$ cat src/rtl/csr_timer_if.sv
// -----------------------------------------------------------------------------
// csr_timer_if
// Shared CSR access bundle between the CSR file side (master) and the timer
// CSR unit (slave).
//   csr_we     : write strobe, already qualified by the pipeline
//   csr_wnum   : 14-bit CSR write index
//   csr_wmask  : per-bit write mask
//   csr_wval   : write data
//   csr_rnum   : 14-bit CSR read index
//   timer_rval : read data from the timer unit (0 when not addressed)
//   timer_hit  : csr_rnum selects one of the timer CSRs
// -----------------------------------------------------------------------------
interface csr_timer_if;
   logic        csr_we;
   logic [13:0] csr_wnum;
   logic [31:0] csr_wmask;
   logic [31:0] csr_wval;
   logic [13:0] csr_rnum;
   logic [31:0] timer_rval;
   logic        timer_hit;

   modport master (
      output csr_we, csr_wnum, csr_wmask, csr_wval, csr_rnum,
      input  timer_rval, timer_hit
   );

   modport slave (
      input  csr_we, csr_wnum, csr_wmask, csr_wval, csr_rnum,
      output timer_rval, timer_hit
   );
endinterface

$ cat src/rtl/csr_timer.sv
// -----------------------------------------------------------------------------
// csr_timer
// Timer/counter CSR unit: TID (0x40), TCFG (0x41), TVAL (0x42, read-only),
// TICLR (0x44, write-only), the timer-interrupt pending bit and a 64-bit
// free-running stable counter.
// Ports:
//   clk        : clock
//   resetn     : asynchronous active-low reset
//   bus        : CSR write port / read index and read data (slave modport)
//   timer_int  : registered TI pending bit, feeds ESTAT.IS[11]
//   stable_cnt : free-running 64-bit counter for RDCNTV{L,H}.W
//   core_id    : current TID value for RDCNTID
// Parameters:
//   TIMER_W    : width of TVAL and of TCFG storage (3..32)
//   CORE_ID    : reset value of TID
// -----------------------------------------------------------------------------
module csr_timer #(
   parameter int          TIMER_W = 32,
   parameter logic [31:0] CORE_ID = 32'h0
) (
   input  logic        clk,
   input  logic        resetn,
   csr_timer_if.slave  bus,
   output logic        timer_int,
   output logic [63:0] stable_cnt,
   output logic [31:0] core_id
);

   localparam logic [13:0] ADDR_TID   = 14'h40;
   localparam logic [13:0] ADDR_TCFG  = 14'h41;
   localparam logic [13:0] ADDR_TVAL  = 14'h42;
   localparam logic [13:0] ADDR_TICLR = 14'h44;

   localparam logic [TIMER_W-1:0] TVAL_ONE = {{(TIMER_W-1){1'b0}}, 1'b1};

   logic [31:0]        tid_q,  tid_d;
   logic [TIMER_W-1:0] tcfg_q, tcfg_d;
   logic [TIMER_W-1:0] tval_q, tval_d;
   logic               ti_q,   ti_d;
   logic [63:0]        cnt_q,  cnt_d;

   logic               wr_tid, wr_tcfg, wr_ticlr;
   logic [31:0]        tcfg_ext, tval_ext;
   logic [31:0]        tid_merged, tcfg_merged;
   logic [TIMER_W-1:0] reload_val;
   logic               tcfg_en, tcfg_periodic;
   logic               ti_set, ti_clr;

   assign wr_tid   = bus.csr_we && (bus.csr_wnum == ADDR_TID);
   assign wr_tcfg  = bus.csr_we && (bus.csr_wnum == ADDR_TCFG);
   assign wr_ticlr = bus.csr_we && (bus.csr_wnum == ADDR_TICLR);

   // Stored TCFG/TVAL are TIMER_W wide; upper bits read back as zero.
   assign tcfg_ext = 32'(tcfg_q);
   assign tval_ext = 32'(tval_q);

   assign tid_merged  = (bus.csr_wmask & bus.csr_wval) | (~bus.csr_wmask & tid_q);
   assign tcfg_merged = (bus.csr_wmask & bus.csr_wval) | (~bus.csr_wmask & tcfg_ext);

   assign tcfg_en       = tcfg_q[0];
   assign tcfg_periodic = tcfg_q[1];
   assign reload_val    = {tcfg_q[TIMER_W-1:2], 2'b00};

   assign ti_clr = wr_ticlr && bus.csr_wmask[0] && bus.csr_wval[0];

   always_comb begin
      tid_d  = tid_q;
      tcfg_d = tcfg_q;
      tval_d = tval_q;
      ti_set = 1'b0;

      if (wr_tid) begin
         tid_d = tid_merged;
      end

      // A TCFG write loads TVAL from the freshly merged InitVal and takes
      // priority over whatever the countdown would have done this cycle.
      if (wr_tcfg) begin
         tcfg_d = tcfg_merged[TIMER_W-1:0];
         tval_d = {tcfg_merged[TIMER_W-1:2], 2'b00};
      end else if (tcfg_en) begin
         if (tval_q == '0) begin
            ti_set = 1'b1;
            // One-shot parks at all-ones, which the next branch then holds.
            tval_d = tcfg_periodic ? reload_val : '1;
         end else if ((tval_q == '1) && !tcfg_periodic) begin
            tval_d = tval_q;
         end else begin
            tval_d = tval_q - TVAL_ONE;
         end
      end

      // Set beats clear so a timer event landing with a TICLR is not lost.
      if (ti_set) begin
         ti_d = 1'b1;
      end else if (ti_clr) begin
         ti_d = 1'b0;
      end else begin
         ti_d = ti_q;
      end

      cnt_d = cnt_q + 64'd1;
   end

   always_ff @(posedge clk or negedge resetn) begin
      if (!resetn) begin
         tid_q  <= CORE_ID;
         tcfg_q <= '0;
         tval_q <= '0;
         ti_q   <= 1'b0;
         cnt_q  <= '0;
      end else begin
         tid_q  <= tid_d;
         tcfg_q <= tcfg_d;
         tval_q <= tval_d;
         ti_q   <= ti_d;
         cnt_q  <= cnt_d;
      end
   end

   // Read side is purely combinational on current state, so a read in the
   // same cycle as a write observes the old value.
   always_comb begin
      bus.timer_rval = 32'h0;
      bus.timer_hit  = 1'b0;
      case (bus.csr_rnum)
         ADDR_TID: begin
            bus.timer_rval = tid_q;
            bus.timer_hit  = 1'b1;
         end
         ADDR_TCFG: begin
            bus.timer_rval = tcfg_ext;
            bus.timer_hit  = 1'b1;
         end
         ADDR_TVAL: begin
            bus.timer_rval = tval_ext;
            bus.timer_hit  = 1'b1;
         end
         ADDR_TICLR: begin
            bus.timer_rval = 32'h0;
            bus.timer_hit  = 1'b1;
         end
         default: begin
            bus.timer_rval = 32'h0;
            bus.timer_hit  = 1'b0;
         end
      endcase
   end

   assign timer_int  = ti_q;
   assign stable_cnt = cnt_q;
   assign core_id    = tid_q;

endmodule

$ cat src/flat_wrapper.sv
// flat-port wrapper written by rule: the top's interface ports become plain ports
module csr_timer_flat 
#(
   parameter int          TIMER_W = 32,
   parameter logic [31:0] CORE_ID = 32'h0
)
  (clk, resetn, timer_int, stable_cnt, core_id, bus_csr_we, bus_csr_wnum, bus_csr_wmask, bus_csr_wval, bus_csr_rnum, bus_timer_rval, bus_timer_hit);
  csr_timer_if bus_i ();
  input  logic clk;
  input  logic resetn;
  output logic timer_int;
  output logic [63:0] stable_cnt;
  output logic [31:0] core_id;
  input wire logic [$bits(bus_i.csr_we)-1:0] bus_csr_we;
  input wire logic [$bits(bus_i.csr_wnum)-1:0] bus_csr_wnum;
  input wire logic [$bits(bus_i.csr_wmask)-1:0] bus_csr_wmask;
  input wire logic [$bits(bus_i.csr_wval)-1:0] bus_csr_wval;
  input wire logic [$bits(bus_i.csr_rnum)-1:0] bus_csr_rnum;
  output wire logic [$bits(bus_i.timer_rval)-1:0] bus_timer_rval;
  output wire logic [$bits(bus_i.timer_hit)-1:0] bus_timer_hit;
  assign bus_i.csr_we = bus_csr_we;
  assign bus_i.csr_wnum = bus_csr_wnum;
  assign bus_i.csr_wmask = bus_csr_wmask;
  assign bus_i.csr_wval = bus_csr_wval;
  assign bus_i.csr_rnum = bus_csr_rnum;
  assign bus_timer_rval = bus_i.timer_rval;
  assign bus_timer_hit = bus_i.timer_hit;
  csr_timer #(.TIMER_W(TIMER_W), .CORE_ID(CORE_ID)) u_core (.clk(clk), .resetn(resetn), .bus(bus_i), .timer_int(timer_int), .stable_cnt(stable_cnt), .core_id(core_id));
endmodule
$ cat config.mk
export PLATFORM = sky130hd
export DESIGN_NAME = csr_timer_flat
export DESIGN_NICKNAME = d
export VERILOG_FILES = /design/src/rtl/csr_timer_if.sv /design/src/rtl/csr_timer.sv /design/src/flat_wrapper.sv
export SDC_FILE = /design/constraint.sdc
export NUM_CORES = 1
export LEC_CHECK = 0
export BUFFER_PORTS_ARGS = -buffer_cell sky130_fd_sc_hd__buf_2
export CORE_MARGIN = 1
export CORE_UTILIZATION = 47
export CTS_CLUSTER_SIZE = 12
export DETAILED_ROUTE_END_ITERATION = 16
export PLACE_DENSITY = 0.75
export SETUP_SLACK_MARGIN = 0.02
export SYNTH_ARGS = -nofsm -noshare
export SYNTH_HDL_FRONTEND = slang
export SYNTH_SLANG_ARGS = --single-unit
$ cat constraint.sdc
create_clock -name clk -period 3.3 [get_ports clk]
set_clock_uncertainty 0.1 [all_clocks]
set_input_delay 0.165 -clock clk [delete_from_list [all_inputs] [get_ports clk]]
set_output_delay 0.165 -clock clk [all_outputs]
set_load 0.005 [all_outputs]
# ---- After elaboration in Yosys (flattened, before gate mapping)
# Cells that the tools add are included.
# Widths: inputs -> output; s select.
dict set report word_totals {
  wordCells 46
  out_inout_bits 130
  inputBits 95
  ff_bits 161
}
dict set report classes {
  mux 12
  n_bitwise 6
  n_reduce_logical 12
  addsub 2
  n_eq_ne 9
}
# operator n
set op_table {}
lappend op_table {{$mux 32} 5}
lappend op_table {{$eq 14x7->1 const B} 7}
lappend op_table {{$and 32x32->32} 3}
lappend op_table {{$pmux 32 s3} 1}
lappend op_table {{$add 64x1->64 const B} 1}
lappend op_table {{$or 32x32->32} 2}
lappend op_table {{$eq 32x32->1 const B} 1}
lappend op_table {{$logic_not 32->1} 1}
lappend op_table {{$not 32->32} 1}
lappend op_table {{$sub 32x1->32 const B} 1}
lappend op_table {{$logic_and 1x1->1} 6}
lappend op_table {{$mux 1} 6}
lappend op_table {{$reduce_bool 2->1} 2}
lappend op_table {{$reduce_or 4->1} 1}
lappend op_table {{$ne 3x1->1 const B} 1}
lappend op_table {{$reduce_and 2->1} 1}
lappend op_table {{$logic_not 1->1} 1}

# ---- Longest topological paths before layout
dict set report depth {
  ltp_word 6
  ltp_mapped 9
  mapped_depth_nobuf 8
}

# ---- Least setup slack after synthesis
# No wires, ideal clock.
dict set report synth_path {
  kind {register to register}
  startpoint {reg u_core.tval_q[19], in the netlist u_core.tval_ext[19]}
  endpoint {reg u_core.tval_q[30], in the netlist u_core.tval_ext[30]}
  arrival_ns 2.707
  path_buffers 1
  required_time_ns 3.105
  setup_ns 0.095
  period_less_slack_ns 2.903
  stages_incl_launch_ff 8
  slack_ns 0.397
  cell_sequence {dfrtp_1 > buf_6 > or4_4 > or4_4 > or4_4 > nor3_1 > mux2_2 > o31ai_1}
}
dict set report synth_between {
  elab_chain_len 5
  word_cells_on_any_way 10
  classes_between {1 x add/sub; 2 x eq/ne; 4 x mux; 3 x reduce/logical}
}
# element line_no
set synth_rtl {}
lappend synth_rtl {{start: declaration} csr_timer.sv:38} ;# logic [TIMER_W-1:0] tval_q, tval_d;
lappend synth_rtl {{start signal: assignment} csr_timer.sv:115} ;# tval_q <= tval_d;
lappend synth_rtl {{$sub 32x1->32} csr_timer.sv:89} ;# tval_d = tval_q - TVAL_ONE;
lappend synth_rtl {{$mux 32} csr_timer.sv:86} ;# end else if ((tval_q == '1) && !tcfg_periodic) begin
lappend synth_rtl {{$mux 32} csr_timer.sv:82} ;# if (tval_q == '0) begin
lappend synth_rtl {{$mux 32} csr_timer.sv:81} ;# end else if (tcfg_en) begin
lappend synth_rtl {{$mux 32} csr_timer.sv:78} ;# if (wr_tcfg) begin
# Several ways; a longest one is shown, not always the timed one. The select of a mux whose other input is x is not followed.
# A chain may end at the register's enable or synchronous reset.

# ---- Worst setup path after layout
dict set report layout_path {
  startpoint {reg u_core.tval_q[22], in the netlist u_core.tval_ext[22]}
  endpoint {reg u_core.tval_q[30], in the netlist u_core.tval_ext[30]}
}
# Same word-level chain as after synthesis.

==> flow_metrics.tcl <==
set metrics [dict create \
    crit_path_max_incr_delay_ns 0.57 \
    synth_compound_area_frac 0.103 \
    clkTransAtPathRegs_ns 0.07 \
    areaGrowthSynthToFinish_pct 34.1 \
    fp.dieArea_mm2 0.0202 \
    drv_cap 0 \
    antenna_found_initial 0 \
    synth-adder-area-share 0.00649 \
    comb_power_share 0.061 \
    drive_gt1_frac 0.289 \
    preCtsSetupSlack_ns 0.365 \
    grt_setup_unrepaired "no" \
    multi_input_area_mm2 0.00493 \
    clock_sinks 161 \
    worst_slew_pin_slew_ns 1.02 \
    yosysSeqAreaShare 0.436 \
    die_h_um 142 \
    p_sw_frac 0.224 \
    syn_nets 1077 \
    cp_cell_sequence "or4_4, or4_4, or4_4, nor3_1, mux2_2, o31ai_1" \
    critPathRequiredTime_ns 3.54 \
    worstSkewPairLatency_ns 0.44 \
    switchingPower_mw 0.997 \
    layout_common_cells "buf_2 (223), dfrtp_1 (161), nor2_1 (107)" \
    vias 8986 \
    async_reset_ff_frac 1.00 \
    timing.critical_path.to_type "flip-flop" \
    synth_warnings 0 \
    grt_pass1_wl_um 46000 \
    p_int_mw 3.46 \
    fin_nets 1395 \
    grt_max_degree 70 \
    avgSynthCellArea_um2 9.46 \
    setup_slack_ns 0.314 \
    final_common_cell "buf_2" \
    synth-edff-count 0 \
    ys_ff_latch 161 \
    power_density_mw_per_mm2 359 \
    ys_types 62 \
    ant_nets 0 \
    finalWirelength_um 28800 \
    synth_top_area_share 0.436 \
    worst_path_max_delay_cell "or4_4" \
    cp_data_arrival_time_ns 3.22 \
    synth_simple_gate_area_frac 0.211 \
    synth_xor_area_frac 0.0653 \
    die_x_um 142 \
    cts_root_buffer "clkbuf_16" \
    post_cts_resized 0 \
    worstPathMaxFanout 5 \
    numPortBuffers 224 \
    fin_util 0.652 \
    drt_iter0_drc 635 \
    setup_violations 0 \
    p_clk_frac 0.494 \
    finalWeightedCongestion 0.954 \
    power_frac_seq 0.444 \
    avgRoutedWirePerCell_um 18.4 \
    fp.coreArea_mm2 0.0190 \
    dpl.hpwl_um 19300 \
    grtUsageTotal 0.292 \
    p_leak_nw 6.07 \
    viasPerCell 5.73 \
    hp-class "input pin to flip-flop" \
    peakVddDrop_uv 371 \
    holdWs_ns 0.0419 \
    syn-cell-area_mm2 0.00925 \
    slew_viol_final 0 \
    final_area_mm2 0.0124 \
    power_mw 4.45 \
    placed_area_mm2 0.0108 \
    h-tree-depth 4 \
    synth_top_family_by_area "simple AND/OR/NAND/NOR gates" \
    critPathBufInv 0 \
    finalCritPeriodShare 0.905 \
    timing.slew.headroom 0.315 \
    initial_core_util 0.486 \
    synthFlopType "dfrtp_1" \
    worst-setup-path-type "flip-flop to flip-flop" \
    cpMostUsedCell "or4_4" \
    seq_area_mm2 0.00403 \
    grt_pass1_vias 8938 \
    finalHoldViolCount 0 \
    detail_route.drc_violations 0 \
    finalCriticalPeriod_ns 2.99 \
    crit_family "simple AND/OR/NAND/NOR gates" \
    pin_count 225 \
    rows 50 \
    status "complete, no violations" \
    final_cell_count_no_fill 1569 \
    yosysTopAreaCell "dfrtp_1" \
    syn_inst 978 \
    drt_pass1_iterations 6 \
    fmax_mhz 335 \
    n_fill_cell 1590 \
    tns_ns 0 \
    cts.path.max_buffers 2 \
    grt_overflow 0 \
    netlist_top_cells_area "dfrtp_1 (44%), mux2_2 (8.0%), mux2i_1 (6.5%)" \
    cts_made_buffers 17 \
    n_antenna_cell 0 \
    cts_tree "done" \
    muxShareOfSynthArea 0.145 \
    dp.cells 1440 \
    setup.worst_path.start_class "flip-flop" \
]
worst paths after layout:
kind                            slack (ns)                    end                  from  depth (start not counted)
worst max-delay path                  0.31    u_core.tval_ext[30]   u_core.tval_ext[22]                          6
worst min-delay path                  0.04       u_core.timer_int       bus_csr_wnum[0]                          5
worst max register to register        0.31    u_core.tval_ext[30]   u_core.tval_ext[22]                          6
worst min register to register        0.38   u_core.stable_cnt[0]  u_core.stable_cnt[0]                          1
max in group asynchronous             2.09  u_core.stable_cnt[30]                resetn                          3
min in group asynchronous             0.20              async pin                resetn                          2
metal layers:
| layer | part of all wire | track usage |
|---|---|---|
| met1 | 0.42 | 0.368 |
| met3 | 0.076 | 0.0670 |
| met2 | 0.47 | 0.482 |
| met5 | 0 | 0 |
| met4 | 0.031 | 0.121 |
power by group through the flow:
stage,combinational (mW),sequential (mW),clock [mW]
6_report,0.274,1.98,2.20
5_1_grt,0.299,1.98,2.30
4_1_cts,0.272,1.98,2.21
3_5_place_dp,0.210,2.02,0
3_3_place_gp,0.207,2.02,0
2_1_floorplan,0.0626,2.01,0
cell usage after synthesis (all sizes together) (15+ instances only):
cell type	number
nor4	16
nand4	29
o21ai	18
and3	15
nand3	40
mux2i	60
dfrtp	161
xnor2	52
mux2	66
a21oi	55
inv	16
nor2	107
xor2	17
nand2	106
nor3	24
clkbuf	55
final cells by class:
| class | count | area share |
|---|---|---|
| multi-input combinational | 741 | 0.397 |
| sequential | 161 | 0.325 |
| timing repair buffer | 359 | 0.195 |
| clock buffer | 19 | 0.0349 |
| tap | 260 | 0.0262 |
| clock inverter | 13 | 0.0168 |
| inverter | 16 | 0.00484 |
worst register-to-register path, delay by kind of cell, from the launching register on:
kind	cells	cell delay, ns
simple gates	4	1.74
flops	1	0.43
compound gates	1	0.26
mux	1	0.36
repair_timing:
| item | CTS | global route |
|---|---|---|
| buffers inserted | 0 | 0 |
| endpoints found under the hold margin | 138 | 0 |
| hold buffers | 97 | 0 |
cells by family (layout without fill, tap and decap cells):
group,Yosys count,in the layout
simple gates,393,393
mux,126,126
compound gates,148,148
xor+xnor,69,69
flops,161,161
fa+ha+maj,5,5
buf+inv,76,407
Note: power is estimated with default switching activity, not from simulation.
